### config.mk
export PLATFORM = sky130hd
export DESIGN_NAME = ctrl_pipe_hazard
export DESIGN_NICKNAME = d
export VERILOG_FILES = /design/src/rtl/ctrl_pipe_hazard_pkg.sv /design/src/rtl/ctrl_pipe_hazard_fwd_match.sv /design/src/rtl/ctrl_pipe_hazard.sv
export SDC_FILE = /design/constraint.sdc
export NUM_CORES = 1
export LEC_CHECK = 0
export CORE_ASPECT_RATIO = 0.5
export CORE_MARGIN = 1.5
export CORE_UTILIZATION = 27
export DETAILED_ROUTE_END_ITERATION = 8
export MAX_ROUTING_LAYER = met4
export PLACE_DENSITY = 0.46
export SETUP_SLACK_MARGIN = 0.02
export SYNTH_ARGS = -nofsm -noshare
export SYNTH_HDL_FRONTEND = slang
export SYNTH_SLANG_ARGS = --single-unit
### constraint.sdc
create_clock -name clk -period 2.8 [get_ports clk]
set_clock_uncertainty 0.05 [all_clocks]
set_input_delay 0.28 -clock clk [delete_from_list [all_inputs] [get_ports clk]]
set_output_delay 0.28 -clock clk [all_outputs]
set_load 0.05 [all_outputs]
### src/rtl/ctrl_pipe_hazard_pkg.sv
// Shared constants for the control/forwarding pipeline: branch conditions,
// bypass select encodings and the bit layout of a pipeline stage record.
package ctrl_pipe_hazard_pkg;

    localparam logic [2:0] BR_EQ  = 3'b000;
    localparam logic [2:0] BR_NE  = 3'b001;
    localparam logic [2:0] BR_LT  = 3'b100;
    localparam logic [2:0] BR_GE  = 3'b101;
    localparam logic [2:0] BR_LTU = 3'b110;
    localparam logic [2:0] BR_GEU = 3'b111;

    // Bypass select: 0 reads the register file, k picks stage k after EX.
    localparam logic [1:0] FWD_RF     = 2'd0;
    localparam logic [1:0] FWD_STAGE1 = 2'd1;

    // Fixed-width fields sit in the low bits; rd and ctrl follow at
    // REC_FIXED_W because their widths are module parameters.
    localparam int REC_VALID   = 0;
    localparam int REC_WEN     = 1;
    localparam int REC_LOAD    = 2;
    localparam int REC_BRANCH  = 3;
    localparam int REC_JUMP    = 4;
    localparam int REC_PRED    = 5;
    localparam int REC_EQ      = 6;
    localparam int REC_LT      = 7;
    localparam int REC_F3      = 8;
    localparam int REC_FIXED_W = 11;

    function automatic logic br_cond(input logic [2:0] funct3, input logic eq, input logic lt);
        logic cond;
        cond = 1'b0;
        case (funct3)
            BR_EQ:          cond = eq;
            BR_NE:          cond = !eq;
            BR_LT, BR_LTU:  cond = lt;
            BR_GE, BR_GEU:  cond = !lt;
            default:        cond = 1'b0;
        endcase
        return cond;
    endfunction

endpackage

### src/rtl/ctrl_pipe_hazard_fwd_match.sv
// Bypass matcher for one EX source: picks the nearest younger producer
// stage whose qualified write enable and rd match the source register.
module ctrl_pipe_hazard_fwd_match
    import ctrl_pipe_hazard_pkg::*;
#(
    parameter int REG_AW    = 5,
    parameter int FWD_DEPTH = 2
) (
    input  logic [REG_AW-1:0]           rs,
    input  logic                        uses,
    input  logic [FWD_DEPTH-1:0]        byp_wen,
    input  logic [FWD_DEPTH*REG_AW-1:0] byp_rd,
    output logic [1:0]                  sel
);

    logic [FWD_DEPTH-1:0] hit;

    generate
        for (genvar gi = 0; gi < FWD_DEPTH; gi++) begin : g_hit
            assign hit[gi] = byp_wen[gi] && (byp_rd[gi*REG_AW +: REG_AW] == rs);
        end
    endgenerate

    // Scan from the oldest stage towards MEM so the nearest match wins.
    always_comb begin
        sel = FWD_RF;
        if (uses && (rs != '0)) begin
            for (int k = FWD_DEPTH - 1; k >= 0; k--) begin
                if (hit[k]) sel = FWD_STAGE1 + 2'(k);
            end
        end
    end

endmodule

### src/rtl/ctrl_pipe_hazard.sv
// In-order control pipeline: carries decoded control from ID to the last
// retirement stage, generates EX bypass selects, load-use stalls and MEM
// branch/jump resolution with saturating hazard counters.
module ctrl_pipe_hazard
    import ctrl_pipe_hazard_pkg::*;
#(
    parameter int CTRL_W    = 16,
    parameter int NUM_SRC   = 2,
    parameter int FWD_DEPTH = 2,
    parameter int REG_AW    = 5,
    parameter int CNT_W     = 16
) (
    input  logic                      clk,
    input  logic                      rst_n,
    input  logic                      id_valid,
    input  logic [CTRL_W-1:0]         id_ctrl,
    input  logic [REG_AW-1:0]         id_rd,
    input  logic [NUM_SRC*REG_AW-1:0] id_rs,
    input  logic [NUM_SRC-1:0]        id_uses,
    input  logic                      id_reg_wen,
    input  logic                      id_is_load,
    input  logic                      id_is_branch,
    input  logic                      id_is_jump,
    input  logic [2:0]                id_funct3,
    input  logic                      id_pred_taken,
    input  logic                      ext_stall,
    input  logic                      br_eq,
    input  logic                      br_lt,
    output logic [CTRL_W-1:0]         ex_ctrl,
    output logic [CTRL_W-1:0]         mem_ctrl,
    output logic [CTRL_W-1:0]         wb_ctrl,
    output logic                      wb_reg_wen,
    output logic [REG_AW-1:0]         wb_rd,
    output logic [NUM_SRC*2-1:0]      fwd_sel,
    output logic                      stall_id,
    output logic                      redirect,
    output logic                      mispredict,
    output logic                      resolved,
    output logic                      actual_taken,
    output logic [CNT_W-1:0]          stall_cnt,
    output logic [CNT_W-1:0]          mispred_cnt
);

    localparam int REC_RD   = REC_FIXED_W;
    localparam int REC_CTRL = REC_RD + REG_AW;
    localparam int REC_W    = REC_CTRL + CTRL_W;

    // Stage 0 is EX, 1 is MEM, FWD_DEPTH is the last retirement stage.
    logic [FWD_DEPTH:0][REC_W-1:0]  stage_reg, stage_next;
    logic [NUM_SRC*REG_AW-1:0]      ex_rs_reg, ex_rs_next;
    logic [NUM_SRC-1:0]             ex_uses_reg, ex_uses_next;
    logic [CNT_W-1:0]               stall_cnt_reg, mispred_cnt_reg;

    logic [FWD_DEPTH:0]             stage_wen;
    logic [FWD_DEPTH*REG_AW-1:0]    byp_rd;
    logic [REC_W-1:0]               id_rec, ex_cap;
    logic                           raw_redirect, raw_mispredict, raw_resolved;
    logic                           load_hazard, load_use, flush, cond;

    generate
        for (genvar gi = 0; gi <= FWD_DEPTH; gi++) begin : g_wen
            assign stage_wen[gi] = stage_reg[gi][REC_VALID] && stage_reg[gi][REC_WEN]
                                   && (stage_reg[gi][REC_RD +: REG_AW] != '0);
        end
        for (genvar gi = 1; gi <= FWD_DEPTH; gi++) begin : g_byp
            assign byp_rd[(gi-1)*REG_AW +: REG_AW] = stage_reg[gi][REC_RD +: REG_AW];
        end
        for (genvar gi = 0; gi < NUM_SRC; gi++) begin : g_fwd
            ctrl_pipe_hazard_fwd_match #(
                .REG_AW    (REG_AW),
                .FWD_DEPTH (FWD_DEPTH)
            ) u_fwd_match (
                .rs      (ex_rs_reg[gi*REG_AW +: REG_AW]),
                .uses    (ex_uses_reg[gi]),
                .byp_wen (stage_wen[FWD_DEPTH:1]),
                .byp_rd  (byp_rd),
                .sel     (fwd_sel[gi*2 +: 2])
            );
        end
    endgenerate

    // Branch/jump resolution on the MEM record.
    always_comb begin
        raw_redirect   = 1'b0;
        raw_mispredict = 1'b0;
        raw_resolved   = 1'b0;
        actual_taken   = 1'b0;
        cond = br_cond(stage_reg[1][REC_F3 +: 3], stage_reg[1][REC_EQ], stage_reg[1][REC_LT]);
        if (stage_reg[1][REC_VALID]) begin
            if (stage_reg[1][REC_JUMP]) begin
                actual_taken = 1'b1;
                raw_redirect = !stage_reg[1][REC_PRED];
            end else if (stage_reg[1][REC_BRANCH]) begin
                raw_resolved   = 1'b1;
                actual_taken   = cond;
                raw_mispredict = cond ^ stage_reg[1][REC_PRED];
                raw_redirect   = raw_mispredict;
            end
        end
    end

    always_comb begin
        load_hazard = 1'b0;
        for (int i = 0; i < NUM_SRC; i++) begin
            if (id_uses[i] && (id_rs[i*REG_AW +: REG_AW] == stage_reg[0][REC_RD +: REG_AW]))
                load_hazard = 1'b1;
        end
        load_hazard = load_hazard && stage_wen[0] && stage_reg[0][REC_LOAD];
    end

    // A flush kills whatever would have been stalled behind the load.
    assign flush      = raw_redirect;
    assign load_use   = load_hazard && !flush;
    assign stall_id   = load_use && !ext_stall;
    assign redirect   = raw_redirect && !ext_stall;
    assign mispredict = raw_mispredict && !ext_stall;
    assign resolved   = raw_resolved && !ext_stall;

    always_comb begin
        id_rec = '0;
        id_rec[REC_VALID]           = id_valid;
        id_rec[REC_WEN]             = id_reg_wen;
        id_rec[REC_LOAD]            = id_is_load;
        id_rec[REC_BRANCH]          = id_is_branch;
        id_rec[REC_JUMP]            = id_is_jump;
        id_rec[REC_PRED]            = id_pred_taken;
        id_rec[REC_F3 +: 3]         = id_funct3;
        id_rec[REC_RD +: REG_AW]    = id_rd;
        id_rec[REC_CTRL +: CTRL_W]  = id_ctrl;

        ex_cap = stage_reg[0];
        ex_cap[REC_EQ] = br_eq;
        ex_cap[REC_LT] = br_lt;
    end

    always_comb begin
        stage_next   = stage_reg;
        ex_rs_next   = ex_rs_reg;
        ex_uses_next = ex_uses_reg;
        if (!ext_stall) begin
            if (flush || load_use) begin
                stage_next[0] = '0;
                ex_rs_next    = '0;
                ex_uses_next  = '0;
            end else begin
                stage_next[0] = id_rec;
                ex_rs_next    = id_rs;
                ex_uses_next  = id_uses;
            end
            stage_next[1] = flush ? '0 : ex_cap;
            for (int s = 2; s <= FWD_DEPTH; s++) begin
                stage_next[s] = stage_reg[s-1];
            end
        end
    end

    always_ff @(posedge clk or negedge rst_n) begin
        if (!rst_n) begin
            stage_reg       <= '0;
            ex_rs_reg       <= '0;
            ex_uses_reg     <= '0;
            stall_cnt_reg   <= '0;
            mispred_cnt_reg <= '0;
        end else begin
            stage_reg   <= stage_next;
            ex_rs_reg   <= ex_rs_next;
            ex_uses_reg <= ex_uses_next;
            if (stall_id && (stall_cnt_reg != '1))
                stall_cnt_reg <= stall_cnt_reg + CNT_W'(1);
            if (mispredict && (mispred_cnt_reg != '1))
                mispred_cnt_reg <= mispred_cnt_reg + CNT_W'(1);
        end
    end

    assign ex_ctrl     = stage_reg[0][REC_CTRL +: CTRL_W];
    assign mem_ctrl    = stage_reg[1][REC_CTRL +: CTRL_W];
    assign wb_ctrl     = stage_reg[FWD_DEPTH][REC_CTRL +: CTRL_W];
    assign wb_reg_wen  = stage_wen[FWD_DEPTH];
    assign wb_rd       = stage_reg[FWD_DEPTH][REC_RD +: REG_AW];
    assign stall_cnt   = stall_cnt_reg;
    assign mispred_cnt = mispred_cnt_reg;

endmodule
==> qor.yml <==
status:
  status: "complete, no violations"
detailed_routing:
  firstDrtPassIters: 8
  ant_nets: 0
  drt-total-wl_um: 14900
  route.vias.total: 4108
  vias_per_cell: 4.58
  route.detailed.wl_per_inst_um: 16.6
  drc: 0
  drt_iter0_markers: 176
sta:
  fin_crit_sh: 0.939
  setup_viol: 0
  setup-tns-final_ns: 0
  slew_violations: 0
  rsz0062_at_grt: "false"
  setup_ws_ns: 0.171
  min_period_ns: 2.63
  tightest_slew_ns: 0.551
  max_freq_ghz: 0.380
  relSlewSlack: 0.627
  finalHoldViolations: 0
critical_path:
  crit_path_max_fanout: 8
  r2r_cells: 6
  endpoint_kind: "output pin"
  worst_ep_required_time_ns: 2.47
  worstPathArrival_ns: 2.30
  worstSetupPathType: "reg -> out"
  cp-start-kind: "register"
placed_design:
  place_ws_ns: 0.206
  numPortBuffers: 141
  globalplace.congestion: 0.771
  dpl.hpwl_um: 10500
power_and_ir_drop:
  p_int_uw: 4080
  p_leak_uw: 0.00348
  switchingPower_uw: 2080
  comb_power_share: 0.258
  p_sw_frac: 0.337
  power_density_mw_per_mm2: 768
  pwr-share-clk: 0.357
  p_seq_frac: 0.385
  ir_drop_mv: 0.362
synthesis:
  synth.net_count: 534
  async_flop_share: 1.00
  synth-edff-count: 0
  synth.avg_cell_area_um2: 12.2
  synth_cell_type_count: 42
  syn_area_mm2: 0.00592
  synth_cells: 485
  synthFlopType: "dfrtp_1"
  seq_area_frac_synth: 0.541
  ys_warn_count: 0
  ys_seq_elements: 128
die:
  die_h_um: 108
  die_area_mm2: 0.0229
  rows: 38
  core-area_mm2: 0.0216
  ioPinCount: 142
  dieWidth_um: 212
  start_util: 0.274
worst_hold_path:
  whs_path_depth: 3
  hold_path_class: "in -> reg"
grt:
  grt-ovfl-total: 0
  grt_antenna_before_repair: 0
  grt_max_degree: 63
  track_usage: 0.139
  grt_pass1_wl_um: 23300
  grt_pass1_vias: 4020
finish:
  nFillCells: 2137
  syn2layout_area_growth_pct: 35.4
  final-seq-area_mm2: 0.00320
  drive_above_1_share: 0.141
  nNetsFinal: 633
  antenna_cells: 0
  multi_input_area_mm2: 0.00225
cts:
  cts_max_level: 4
  cts_tree: "built"
  cts_made_buffers: 17
  clockBufferDepth: 2
  clkSinkCount: 128
  cts_root_buf: "clkbuf_16"
  clk_latency_ns: 0.42
  clkSlewWorstSetupHoldPaths_ns: 0.06
job:
  cap_violations: 0
-- power by group through the flow --
stage	logic (µW)	clock network, µW	registers (µW)
detailed placement	1600	0	2410
finish	1590	2200	2370
global route	1670	2370	2410
floorplan	1210	0	2360
CTS	1600	2260	2370
global placement	1590	0	2400
-- per-stage QoR --
step                hold slack [ns]  std cells   util  power, µW  cell area, µm²
floorplan                   -0.0656        485      -       3570            5940
global placement              0.176        863  0.343       3990            7400
detailed placement            0.179        863  0.343       4000            7400
CTS                           0.171        897  0.371       6230            8000
global route                  0.197        897  0.371       6450            8020
finish                        0.177        897  0.371       6160            8020
-- worst max-delay path: stages, from the launching register on --
cell and delay, ns:
dfrtp_1 0.41, xor2_1 0.22, a22o_1 0.29, xor2_1 0.20
nand2_1 0.22, inv_1 0.20, buf_4 0.20, buf_12 0.14
-- synthesized netlist by cell type, drive strengths merged (2+ instances only) --
cell / count / share of area
inv: 3 / 0.0019
mux2: 24 / 0.046
nor4: 6 / 0.0063
and4: 3 / 0.0044
dfrtp: 128 / 0.54
buf: 59 / 0.073
nand3: 12 / 0.010
nand2b: 2 / 0.0021
nand4b: 2 / 0.0030
nor2: 9 / 0.0057
xnor2: 33 / 0.049
nor2b: 5 / 0.0053
clkbuf: 17 / 0.011
nor3: 5 / 0.0042
nand4: 15 / 0.016
nor3b: 2 / 0.0044
or4: 6 / 0.0076
and3: 8 / 0.0085
nand2: 16 / 0.010
ha: 2 / 0.0042
and2: 6 / 0.0063
a22o: 74 / 0.11
nor4b: 3 / 0.0044
o21ai: 2 / 0.0017
xor2: 28 / 0.041
o211ai: 2 / 0.0025
-- repair_timing --
| action | 4_1_cts | 5_1_grt |
|---|---|---|
| hold buffers | 1 | 0 |
| pin swaps | 1 | 0 |
| resized for setup | 2 | 5 |
| endpoints found under the setup margin | 2 | 4 |
| buffers inserted | 1 | 0 |
| endpoints found under the hold margin | 24 | 0 |
-- worst paths after layout --
| path | from | endpoint | slack (ns) |
|---|---|---|---|
| setup reg to reg | stage_reg[40] | stall_cnt[1] | 0.38 |
| hold reg to reg | mispred_cnt[15] | mispred_cnt[15] | 0.44 |
| min in group asynchronous | rst_n | mispred_cnt[13] | 0.27 |
| hold / removal | ext_stall | stage_reg[64] | 0.18 |
| setup / recovery | stage_reg[40] | mispredict | 0.17 |
| max in group asynchronous | rst_n | stall_cnt[14] | 1.71 |
-- cells by family (layout without fill, tap and decap cells) --
group / after synthesis / count (layout) / share of synthesized area
AO/OA/AOI/OAI: 88 / 88 / 0.131
XOR/XNOR: 61 / 61 / 0.0903
adder cells (fa/ha/maj): 2 / 2 / 0.00423
buffers and inverters: 79 / 191 / 0.0854
flip-flops: 128 / 128 / 0.541
multiplexers: 24 / 24 / 0.0457
AND/OR/NAND/NOR: 103 / 103 / 0.103
-- cell usage in the layout, fill, tap and decap left out, types with 7 or more instances in the layout --
cell type,n
clkdlybuf4s50_1,130
dfrtp_1,128
a22o_1,74
xnor2_1,33
xor2_1,28
mux2_2,23
clkbuf_16,17
nand2_1,16
nand4_1,15
buf_4,15
nand3_1,12
nor2_1,9
and3_1,8
buf_12,7
-- routing by layer --
| metal | GRT usage | wire [µm] | up-vias |
|---|---|---|---|
| li1 | - | - | 1928 |
| met1 | 0.188 | 7260 | 2088 |
| met2 | 0.204 | 6960 | 76 |
| met3 | 0.0306 | 527 | 16 |
| met4 | 0.0486 | 184 | 0 |
| met5 | - | 0 | - |
-- final cells by class --
class / count / area share
Timing Repair Buffer: 156 / 0.198
Clock inverter: 13 / 0.0175
Inverter: 3 / 0.00140
Tap cell: 300 / 0.0468
Clock buffer: 19 / 0.0553
Sequential cell: 128 / 0.400
Multi-Input combinational cell: 278 / 0.281
No activity file was read; power rests on OpenSTA's default activity.
